$ cat config.mk
export PLATFORM = sky130hd
export DESIGN_NAME = seven_seg_scanner
export DESIGN_NICKNAME = d
export VERILOG_FILES = /design/src/rtl/seg_pkg.sv /design/src/rtl/seg_refresh_tick.sv /design/src/rtl/seven_seg_scanner.sv
export SDC_FILE = /design/constraint.sdc
export NUM_CORES = 1
export LEC_CHECK = 0
export ABC_AREA = 1
export CAP_MARGIN = 20
export CORE_MARGIN = 2
export CORE_UTILIZATION = 59
export DETAILED_ROUTE_END_ITERATION = 10
export PLACE_DENSITY = 0.84
export SLEW_MARGIN = 40
export SYNTH_ARGS = -nofsm -noshare
export SYNTH_HDL_FRONTEND = slang
export SYNTH_HIERARCHICAL = 1
export SYNTH_SLANG_ARGS = --single-unit
$ cat constraint.sdc
create_clock -name clk -period 5.1 [get_ports clk]
set_input_delay 1.275 -clock clk [delete_from_list [all_inputs] [get_ports clk]]
set_output_delay 1.275 -clock clk [all_outputs]
set_load 0.03 [all_outputs]
$ cat src/rtl/seg_pkg.sv
// seg_pkg: constants and types shared by the seven-segment scanner block
package seg_pkg;
   localparam int DIGITS_MAX = 8;
   localparam logic [DIGITS_MAX-1:0] DIGIT_OFF = '1;
   typedef logic [$clog2(DIGITS_MAX)-1:0] nib_sel_t;
endpackage

$ cat src/rtl/seg_refresh_tick.sv
// seg_refresh_tick: prescaler that pulses tick once every REFRESH_DIV clk cycles
module seg_refresh_tick #(
   parameter int REFRESH_DIV = 50000
) (
   input  logic clk,
   input  logic clr,
   output logic tick
);
   localparam int CW = REFRESH_DIV > 1 ? $clog2(REFRESH_DIV) : 1;
   logic [CW-1:0] cnt;
   assign tick = cnt == CW'(REFRESH_DIV - 1);
   always_ff @(posedge clk)
      if (clr || tick) cnt <= '0;
      else cnt <= cnt + 1'b1;
endmodule

$ cat src/rtl/seven_seg_scanner.sv
// seven_seg_scanner: time-multiplexes a hex value across DIGITS active-low digit enables
// Define SEG_LEADING_ZERO_BLANK_EN to blank leading zero digits.
module seven_seg_scanner
   import seg_pkg::*;
#(
   parameter int DIGITS      = 8,
   parameter int REFRESH_DIV = 50000
) (
   input  logic                clk,
   input  logic                clr,
   input  logic                load,
   input  logic [4*DIGITS-1:0] data_in,
   output logic [3:0]          nibble_out,
   output logic [DIGITS-1:0]   digit_en_n,
   output logic                blank,
   output logic                frame_done
);
   logic tick, wrap, blank_now;
   nib_sel_t idx;
   logic [4*DIGITS-1:0] pending, active, sel;

   seg_refresh_tick #(.REFRESH_DIV(REFRESH_DIV)) u_tick (.clk(clk), .clr(clr), .tick(tick));

   assign wrap = tick && idx == nib_sel_t'(DIGITS - 1);
   assign sel  = active >> {idx, 2'b00};

   // active only changes at the frame boundary so a scan never mixes two values
   always_ff @(posedge clk)
      if (clr) begin
         idx     <= '0;
         pending <= '0;
         active  <= '0;
      end else begin
         if (tick) idx <= wrap ? '0 : idx + 1'b1;
         if (load) pending <= data_in;
         if (wrap) active <= pending;
      end

   always_ff @(posedge clk)
      if (clr) begin
         nibble_out <= '0;
         digit_en_n <= DIGIT_OFF[DIGITS-1:0];
         frame_done <= 1'b0;
      end else begin
         nibble_out <= sel[3:0];
         digit_en_n <= blank_now ? DIGIT_OFF[DIGITS-1:0] : ~(DIGITS'(1) << idx);
         frame_done <= wrap;
      end

`ifdef SEG_LEADING_ZERO_BLANK_EN
   logic [DIGITS_MAX-1:0] lz;
   // lz[k]: every nibble from k upward is zero; digit 0 is always lit
   for (genvar k = 0; k < DIGITS_MAX; k++) begin : g_lz
      if (k > 0 && k < DIGITS) begin : g_on
         assign lz[k] = active[4*DIGITS-1:4*k] == '0;
      end else begin : g_off
         assign lz[k] = 1'b0;
      end
   end
   assign blank_now = lz[idx];
   always_ff @(posedge clk)
      blank <= clr ? 1'b0 : blank_now;
`else
   assign blank_now = 1'b0;
   assign blank     = 1'b0;
`endif
endmodule

# After elaboration in Yosys (flattened, before gate mapping)

Cells that the tools add are included.

Bits in registers: 96
Latch bits: 0
RAM bits: 0
Memory bits (read-only): 0
Input bits: 35
Output and inout bits: 14
Logic and storage cells: 17
Memories kept: 0

$add $sub $neg: 2
Multipliers: 0
Divide/modulo/power cells: 0
Magnitude comparators: 0
Equality and inequality tests: 2
Shift-type cells: 2
Multiplexer cells: 1
Bitwise operators: 1
Reductions and logical operators: 2

Operators by type and width:

| cell                    | count |
|---|---|
| $shr A32 B5 Y4          | 1 |
| $add A16 B1 Y16 const B | 1 |
| $eq A16 B16 Y1 const B  | 1 |
| $not A8 Y8              | 1 |
| $shl A1 B3 Y8 const A   | 1 |
| $add A3 B1 Y3 const B   | 1 |
| $eq A3 B3 Y1 const B    | 1 |
| $mux W3                 | 1 |
| $logic_and A1 B1 Y1     | 1 |
| $logic_or A1 B1 Y1      | 1 |

# Longest topological paths before layout

Gate-level depths: netlist of run 1.

Depth after elaboration: 3
Gate-level depth with buffers: 10
Depth with buffers taken out: 9

# Modules after synthesis

Netlist of run 1, hierarchy kept.

Modules (own cells, without submodules):

| module            | times used | cells an instance | area an instance (um^2) | sequential area each (um^2) |
|---|---|---|---|---|
| seven_seg_scanner | 1          | 401               | 3,113.0                 | 1,601.5 |
| seg_refresh_tick  | 1          | 130               | 859.6                   | 320.3 |

# Least setup slack after synthesis of run 1

OpenSTA, ideal clock, no wires.

Path type: input to register
Start: input port clr
End: register idx[0]
Library setup time: 0.064 ns
Arrival: 1.718 ns
Data required time: 5.036 ns
Setup slack: 3.318 ns
Stages: 4
Buffers on the path: 1
Cell sequence: inv_2 clkbuf_1 o21ai_0 nor2_1

RTL lines:

| item                   | RTL line                | source |
|---|---|---|
| start: declaration     | seven_seg_scanner.sv:10 | `input logic clr,` |
| end signal: assignment | seven_seg_scanner.sv:34 | `if (tick) idx <= wrap ? '0 : idx + 1'b1;` |
| end: declaration       | seven_seg_scanner.sv:19 | `nib_sel_t idx;` |

==> metrics, run 1 <==
buffers inserted by post-CTS timing repair=0; share of the clock period used by the worst path after layout=between 50% and 60%; wirelength, routed=approximately 7400 um; Syn-to-layout area delta=13.9%; antenna cells=0; core area=roughly 6400 um^2; P per Cell Area=291 nW/um^2; type of the worst setup path=input pin to flop; data arrival time of the critical path=~3 ns; gp weighted congestion=0.850; antenna viol nets, final=0; total number of clock tree sinks=96; worst rel slew slack=between 40% and 50%; Post-Synthesis Cells=roughly 530; fraction of final layout cells with drive strength greater than 1=between 5 and 6%; crit path capture type=flop; via count of the first global-routing pass=3008; Post-Syn Area=3970 um^2; Worst EP required=5.36 ns; critical path cell sequence=clkdlybuf4s50_1, clkinv_2, nand2_1, inv_2, nand2_1, nand2_1; Max Buffers Root-to-Sink=2; clock slew seen by the registers of the worst setup and hold paths=0.09 ns; leak pwr=between 0.0015 and 0.002 uW; share of the core filled with cells=between 70% and 80%; unrepaired setup endpoints after global routing=no; length in cells of the worst reg-to-reg path=6; slowest cell delay on critical path=around 0.61 ns; CTS Hold Bufs=0; count of cell instances traversed by the critical path=6; sequential cell area fraction in the yosys report=around 48%; number of buffer cells added on primary ports=47; hold violation total from the final report=0; biggest fanout along the worst timing path=68; startpoint types=input pin; crit path max-delay cell type=clkdlybuf4s50_1; Routed wire per std cell=approximately 11 um; CTS tree=built; Layout Nets=607; buffers and inverters on the worst path=3; minimum clock period after layout=2.73 ns; Starting Density=around three fifths; largest net degree at the start of global routing=between 60 and 70; transition time at the pin with the least slew margin=~0.78 ns; Top cell by count, worst path=nand2_1; Maximum Capacitance Violations=0; final slew viol count=0; outcome=finished, final reports clean; number of distinct library cells after synthesis=28; Worst-Skew Late Latency=0.35 ns; DRC errors left=0; DRC marker count from the first detailed-route iteration=roughly 110; instance count along the most critical hold path=2; setup clock skew after layout=~0.012 ns; final-layout setup total negative slack=0 ns; post-synthesis area per instance=about 7.5 um^2; GR Overflow Total=0; I/O Pins=49; Max Clock Freq=366 MHz; hpwl dp=between 4000 and 5000 um; via density per instance=roughly 5.0; Die Outline Area=~7400 um^2; number of fillers in the final layout=540; Die H=roughly 86 um; Worst VDD drop=about 0.19 mV; total of endpoints with negative setup slack in the final report=0; total of flip-flops plus latches after synthesis=96; via count=around 3300; global-route wire length before repair=between 10000 and 15000 um; total iterations of the first detailed-routing run=4; quantity of gates resized following cts=0; total routing usage reported by global routing=between 20% and 30%; post-synth net total=between 500 and 600; row cnt=29; overall die width=between 80 and 90 um; Clock Tree Root=clkbuf_8; worst min-delay path category=flop to flop; worst-case hold slack=0.462 ns; synthesis warning total=6; initial antenna violation count=0; H-tree lvl count=3; clock buffers created by TritonCTS=9; CP delay by family, top=buffers and inverters
==> layout make-up <==
type	count	area (um^2)	share of cell area, %
Clock buffer	12	155	3.43
Clock inverter	4	28.8	0.636
Inverter	56	214	4.73
Multi-Input combinational cell	353	1620	35.9
Sequential cell	96	1920	42.5
Tap cell	77	96.3	2.13
Timing Repair Buffer	49	485	10.7
==> state kept, by name, indices dropped and copies added (netlist names) <==
| name | flops |
|---|---|
| active | 32 |
| digit_en_n | 8 |
| frame_done | 1 |
| idx | 3 |
| nibble_out | 4 |
| pending | 32 |
| u_tick/cnt | 16 |
==> routing by layer <==
metal / GRT usage, % / share of wire, % / up-vias
li1: - / - / 1739
met3: 3.27 / 3.7 / 7
met1: 25.8 / 47 / 1458
met2: 36.9 / 48 / 56
met5: 0 / 0 / -
met4: 9.24 / 1.3 / 0
==> synthesized netlist by cell type (all sizes together) <==
cell type | n | area [um^2]
conb | 1 | 3.75
nand4 | 5 | 31.3
a21oi | 41 | 205
nand2 | 101 | 397
nand3 | 23 | 115
or2 | 3 | 18.8
clkbuf | 4 | 17.5
dfxtp | 96 | 1920
xor2 | 3 | 26.3
ha | 7 | 87.6
o21ai | 68 | 340
nor2 | 98 | 380
xnor2 | 1 | 8.76
nor3 | 2 | 10.0
buf | 22 | 196
inv | 56 | 213
==> cell usage in the layout, fill, tap and decap left out, drive strengths merged <==
master | Yosys | final
dfxtp | 96 | 96
clkinvlp | 0 | 2
or2 | 3 | 3
clkbuf | 4 | 12
clkdlybuf4s50 | 0 | 47
inv | 56 | 55
conb | 1 | 1
nor2 | 98 | 98
nand2 | 101 | 101
xor2 | 3 | 3
a21oi | 41 | 41
nand4 | 5 | 5
nand3 | 23 | 23
o21ai | 68 | 68
buf | 22 | 2
clkinv | 0 | 3
ha | 7 | 7
nor3 | 2 | 2
xnor2 | 1 | 1
==> power by group <==
| group | internal [uW] | total (uW) | switching (uW) |
|---|---|---|---|
| clock network | 204 | 459 | 255 |
| logic | 38.9 | 77.4 | 38.5 |
| registers | 769 | 778 | 9.56 |
==> cells by family after synthesis <==
kind of cell	share of synthesized area, %
adder cells (fa/ha/maj)	2.20
AO/OA/AOI/OAI	13.7
buffers and inverters	10.7
XOR/XNOR	0.882
flip-flops	48.4
other	0.0944
AND/OR/NAND/NOR	24.0
==> final timing paths <==
kind / end / slack, ns / startpoint
max: nibble_out[1]$_SDFF_PP0_ / 2.37 / clr
min: active[1]$_SDFFE_PP0P_ / 0.46 / active[1]$_SDFFE_PP0P_
min reg2reg: active[1]$_SDFFE_PP0P_ / 0.46 / active[1]$_SDFFE_PP0P_
max reg2reg: active[28]$_SDFFE_PP0P_ / 2.96 / idx[0]$_SDFFE_PP0P_
==> tightest hold or removal path: stages, from the launching register on <==
cell and delay [ns]:
dfxtp_1 0.31, inv_1 0.06, a21oi_1 0.05
==> per-stage QoR <==
stage          setup WS, ns  cells  power (uW)  area, um^2
2_1_floorplan          3.32    531         840        3970
3_3_place_gp           2.18    631         871        4340
3_5_place_dp           2.10    631         874        4340
4_1_cts                2.44    647        1320        4520
5_1_grt                2.18    647        1360        4530
6_report               2.37    647        1320        4530
(Power assumes the default switching activity.)
==> run 2, diff against run 1 <==
- CORE_UTILIZATION: 59 -> 55
- PLACE_DENSITY: 0.84 -> 0.79
- clock period: 5.1 -> 2.6 ns (I/O delays scaled with it)
==> run 2 against run 1 <==
  * Count of clock-buffer cells in the layout shrank 2
  * Sequential share of layout area fell by 1.1 points
  * First-iteration DRC count increased by 80%
  * Non-clock buffer count grew 4
  * Critical endpoint is now active[18]$_SDFFE_PP0P_
==> metrics, run 2 (synthesis results as in run 1) <==
Syn-to-layout area delta=16.9%; CP delay by family, top=simple AND/OR/NAND/NOR gates; core area=slightly below 7000 um^2; gp weighted congestion=0.803; clock buffers created by TritonCTS=9; Layout Nets=611; P per Cell Area=about 610 nW/um^2; total routing usage reported by global routing=21.4%; total area of multi-input combinational cells=approximately 1600 um^2; total of endpoints with negative setup slack in the final report=0; initial antenna violation count=0; buffers and inverters on the worst path=1; startpoint types=flop; quantity of gates resized following cts=0; CTS Hold Bufs=0; final slew viol count=0; global-route wire length before repair=roughly 13000 um; crit path max-delay cell type=dfxtp_1; Sw Pwr=roughly 590 uW; length of routed met2 wiring=3810 um; unrepaired setup endpoints after global routing=no; overall die width=about 90 um; transition time at the pin with the least slew margin=between 0.5 and 0.6 ns; final setup slack of the worst path=approximately 0.35 ns; Worst VDD drop=0.312 mV; top flop regs=active (32), pending (32), u_tick/cnt (16); slowest cell delay on critical path=~0.38 ns; Die H=89.0 um; top routing layer in use=met4; critical path cell sequence=ha_1, nand3_1, or2_2, nor2_1, nand2_1, buf_4, o21ai_0, a21oi_1; via count=roughly 3400; Max Buffers Root-to-Sink=2; Die Outline Area=~8000 um^2; Routed met3 length=around 370 um; worst setup timing slack at the placement stage=~0.5 ns; area of placed instances=about 4400 um^2; cell internal pwr=between 2000 and 2500 uW; worst min-delay path category=flop to flop; wirelength, routed=approximately 7900 um; largest net degree at the start of global routing=65; DRC marker count from the first detailed-route iteration=around 200; Max Clock Freq=between 400 and 500 MHz; via count of the first global-routing pass=roughly 3000; Routed wire per std cell=about 12 um; total number of clock tree sinks=96; Worst EP required=between 2 and 3 ns; Worst-Skew Late Latency=approximately 0.36 ns; total iterations of the first detailed-routing run=5; commonest cells after routing, fill and taps aside=nand2_1, dfxtp_1, nor2_1; final-layout setup total negative slack=0 ns; clock slew seen by the registers of the worst setup and hold paths=about 0.090 ns; worst-case hold slack=between 0.4 and 0.5 ns; share of the clock period used by the worst path after layout=between 80 and 90%; via density per instance=slightly above 5; I/O Pins=between 40 and 50; setup slack on the worst flop-to-flop path=roughly 0.35 ns; share of power burned in combinational logic=5.6%; Switching Fraction=a little over a fifth; worst rel slew slack=63.2%; DRC errors left=0; row cnt=30; minimum clock period after layout=around 2.2 ns; sequential group share of total power=54.2%; antenna cells=0; outcome=finished, final reports clean; GR Overflow Total=0; FF/Latch Area=between 1500 and 2000 um^2; hold violation total from the final report=0; number of fillers in the final layout=636; buffers inserted by post-CTS timing repair=0; biggest fanout along the worst timing path=64; hpwl dp=between 5000 and 6000 um; final cell area excluding filler cells=roughly 4600 um^2; data arrival time of the critical path=~2.5 ns; clock network fraction of total power=40.2%; setup clock skew after layout=just over 0.008 ns; Clock Tree Root=clkbuf_8; fraction of final layout cells with drive strength greater than 1=6.45%; Maximum Capacitance Violations=0; type of the worst setup path=flop to flop; number of buffer cells added on primary ports=between 40 and 50; Starting Density=between 50% and 60%; H-tree lvl count=3; crit path capture type=flop; DRT met1 WL=3530 um; antenna viol nets, final=0; CTS tree=built; leak pwr=between 0.0015 and 0.002 uW
-- run 2: cell count changes in the layout (fill, tap and decap cells not counted) --
cell | previous run | this run
clkinv_4 | 1 | 0
inv_2 | 4 | 5
buf_4 | 2 | 5
bufinv_16 | 0 | 3
clkinvlp_4 | 2 | 1
buf_12 | 0 | 1
clkbuf_8 | 11 | 9
-- run 2: area by class of cell --
type	instances	share of cell area, %
Clock buffer	10	2.75
Clock inverter	6	2.32
Inverter	56	4.58
Multi-Input combinational cell	353	35.0
Sequential cell	96	41.4
Tap cell	96	2.59
Timing Repair Buffer	53	11.4
-- run 2: routing by layer --
layer  up-vias  GRT usage [%]
met5         -              0
met3        17           3.14
met2        90           36.7
met1      1516           26.9
li1       1751              -
met4         0           9.23
-- run 2: per-stage QoR --
stage               total power, uW  utilization (%)  instances
global placement               1710             63.8        654
finish                         2820             67.2        670
global route                   2920             67.2        670
detailed placement             1720             63.8        654
floorplan                      1650                -        531
CTS                            2830             67.2        670
-- run 2: final timing paths --
kind	startpoint	to	depth (start not counted)
setup / recovery	u_tick/cnt[0]$_SDFF_PP0_	active[18]$_SDFFE_PP0P_	8
hold / removal	active[6]$_SDFFE_PP0P_	active[6]$_SDFFE_PP0P_	2
setup reg to reg	u_tick/cnt[0]$_SDFF_PP0_	active[18]$_SDFFE_PP0P_	8
hold reg to reg	active[6]$_SDFFE_PP0P_	active[6]$_SDFFE_PP0P_	2
-- run 2: power groups by stage --
stage,logic [uW],registers [uW],clock network (uW)
after CTS,159,1530,1150
after global routing,177,1530,1210
after floorplan,90.3,1560,0
after global placement,153,1560,0
final,158,1530,1130
after detailed placement,158,1560,0
-- run 2: worst min-delay path, stage by stage, from the launching register on --
cell and delay (ns):
dfxtp_1 0.31, inv_1 0.06, a21oi_1 0.05
==> run 3, diff against run 2 <==
- GPL_TIMING_DRIVEN: not set -> 0
==> run 3 against run 2 <==
  * Sequential cell count unchanged
  * Count of clock-buffer cells in the layout increased by 3
  * Critical path depth increased by 1
  * Via count grew 1.7%
  * Power down 5.5%
  * Register-to-register slack improved by 0.25 ns
  * Critical endpoint is now active[11]$_SDFFE_PP0P_
  * Die area stayed put
  * Wire length rose by 2.1%
  * Clock power is 15% lower
  * Largest power group unchanged
==> metrics, run 3 (synthesis results as in run 1) <==
outcome=finished, final reports clean; Die H=89.0 um; startpoint types=flop; buffers inserted by post-CTS timing repair=0; Starting Density=approximately 58%; total iterations of the first detailed-routing run=4; GR Overflow Total=0; setup clock skew after layout=roughly 0.0043 ns; total of endpoints with negative setup slack in the final report=0; top flop regs=active (32), pending (32), u_tick/cnt (16); critical path cell sequence=ha_1, nand3_1, or2_2, nor2_1, nand2_1, buf_6, buf_6, o21ai_0, a21oi_1; Maximum Capacitance Violations=0; crit path capture type=flop; minimum clock period after layout=roughly 2 ns; final slew viol count=0; share of the core filled with cells=between 60% and 70%; GR peak layer=met2; CTS tree=built; via count of the first global-routing pass=~3300; core area=slightly below 7000 um^2; CP delay by family, top=simple AND/OR/NAND/NOR gates; data arrival time of the critical path=around 2.2 ns; via count=between 3000 and 4000; wirelength, routed=slightly above 8000 um; number of buffer cells added on primary ports=47; Worst VDD drop=approximately 0.31 mV; total routing usage reported by global routing=between 20% and 30%; leak pwr=~0.002 uW; Layout Nets=roughly 630; row cnt=30; number of fillers in the final layout=around 600; CTS Hold Bufs=0; global-route wire length before repair=13700 um; gp weighted congestion=approximately 0.86; type of the worst setup path=flop to flop; slowest cell delay on critical path=around 0.37 ns; final-layout setup total negative slack=0 ns; DRC marker count from the first detailed-route iteration=between 150 and 200; area of placed instances=between 4000 and 5000 um^2; M3 GR Usage=3.42%; hpwl dp=~6000 um; via density per instance=4.97; Worst-Skew Late Latency=between 0.3 and 0.4 ns; Routed wire per std cell=roughly 12 um; hold violation total from the final report=0; antenna cells=0; Top cell by count, worst path=buf_6; H-tree lvl count=3; crit path max-delay cell type=dfxtp_1; worst setup timing slack at the placement stage=~0.57 ns; buffers and inverters on the worst path=2; Die Outline Area=7920 um^2; I/O Pins=49; Syn-to-layout area delta=19.9%; share of the clock period used by the worst path after layout=between 70% and 80%; commonest cells after routing, fill and taps aside=nand2_1, dfxtp_1, nor2_1; largest net degree at the start of global routing=15; fraction of final layout cells with drive strength greater than 1=~8.9%; quantity of gates resized following cts=0; worst min-delay path category=flop to flop; Max Clock Freq=500 MHz; clock slew seen by the registers of the worst setup and hold paths=0.08 ns; final cell area excluding filler cells=approximately 4800 um^2; unrepaired setup endpoints after global routing=no; Worst EP required=2.84 ns; DRC errors left=0; total number of clock tree sinks=96; overall die width=just under 90 um; Max Buffers Root-to-Sink=2; worst-case hold slack=0.457 ns; biggest fanout along the worst timing path=10; P per Cell Area=roughly 560 nW/um^2; initial antenna violation count=0; routing usage on met2=between 30 and 40%; Clock Tree Root=clkbuf_8; met1 track demand over resource=26.9%; final setup slack of the worst path=~0.60 ns; antenna viol nets, final=0; clock buffers created by TritonCTS=9
==> run 3: changes by cell type in the layout (fill, tap and decap cells not counted), moves of 2 or more <==
cell	before	now
buf_6	0	11
clkbuf_2	0	2
bufinv_16	3	1
clkbuf_1	1	4
buf_4	5	3
clkbuf_8	9	11
buf_2	0	7
==> run 3: through the flow <==
step / total power, uW / std cells
after floorplan: 1650 / 531
after global placement: 1730 / 674
after detailed placement: 1730 / 674
after CTS: 2680 / 690
after global routing: 2770 / 690
final: 2660 / 690
==> run 3: cell type report <==
class | instances | area, um^2 | share of cell area, %
Clock buffer | 13 | 159 | 3.34
Tap cell | 96 | 120 | 2.52
Sequential cell | 96 | 1920 | 40.4
Buffer | 26 | 214 | 4.49
Inverter | 56 | 213 | 4.47
Multi-Input combinational cell | 353 | 1620 | 34.1
Clock inverter | 3 | 40.0 | 0.841
Timing Repair Buffer | 47 | 470 | 9.88
==> run 3: final timing paths <==
path                            slack [ns]  cells past startpoint                 endpoint                     start
worst min register to register        0.46                      2  active[29]$_SDFFE_PP0P_   active[29]$_SDFFE_PP0P_
worst min-delay path                  0.46                      2  active[29]$_SDFFE_PP0P_   active[29]$_SDFFE_PP0P_
worst max-delay path                  0.60                      9  active[11]$_SDFFE_PP0P_  u_tick/cnt[0]$_SDFF_PP0_
worst max register to register        0.60                      9  active[11]$_SDFFE_PP0P_  u_tick/cnt[0]$_SDFF_PP0_
==> run 3: worst min-delay path: cells and delay by family (launching register included) <==
kind | cells | cell delay (ns)
flip-flops | 1 | 0.30
AO/OA/AOI/OAI | 1 | 0.05
buffers and inverters | 1 | 0.06
==> run 3: where the power goes <==
part           switching, uW  leakage [uW]  total [uW]  internal (uW)
combinational           82.6       0.00106         170           87.2
clock                    470      0.000103         965            495
sequential              18.8      0.000783        1530           1510
==> run 3: layer usage <==
layer  share of wire, %  routed length [um]
met5                  0                   0
met1                 46                3720
met2                 49                3910
met4                1.2                  94
met3                4.2                 341
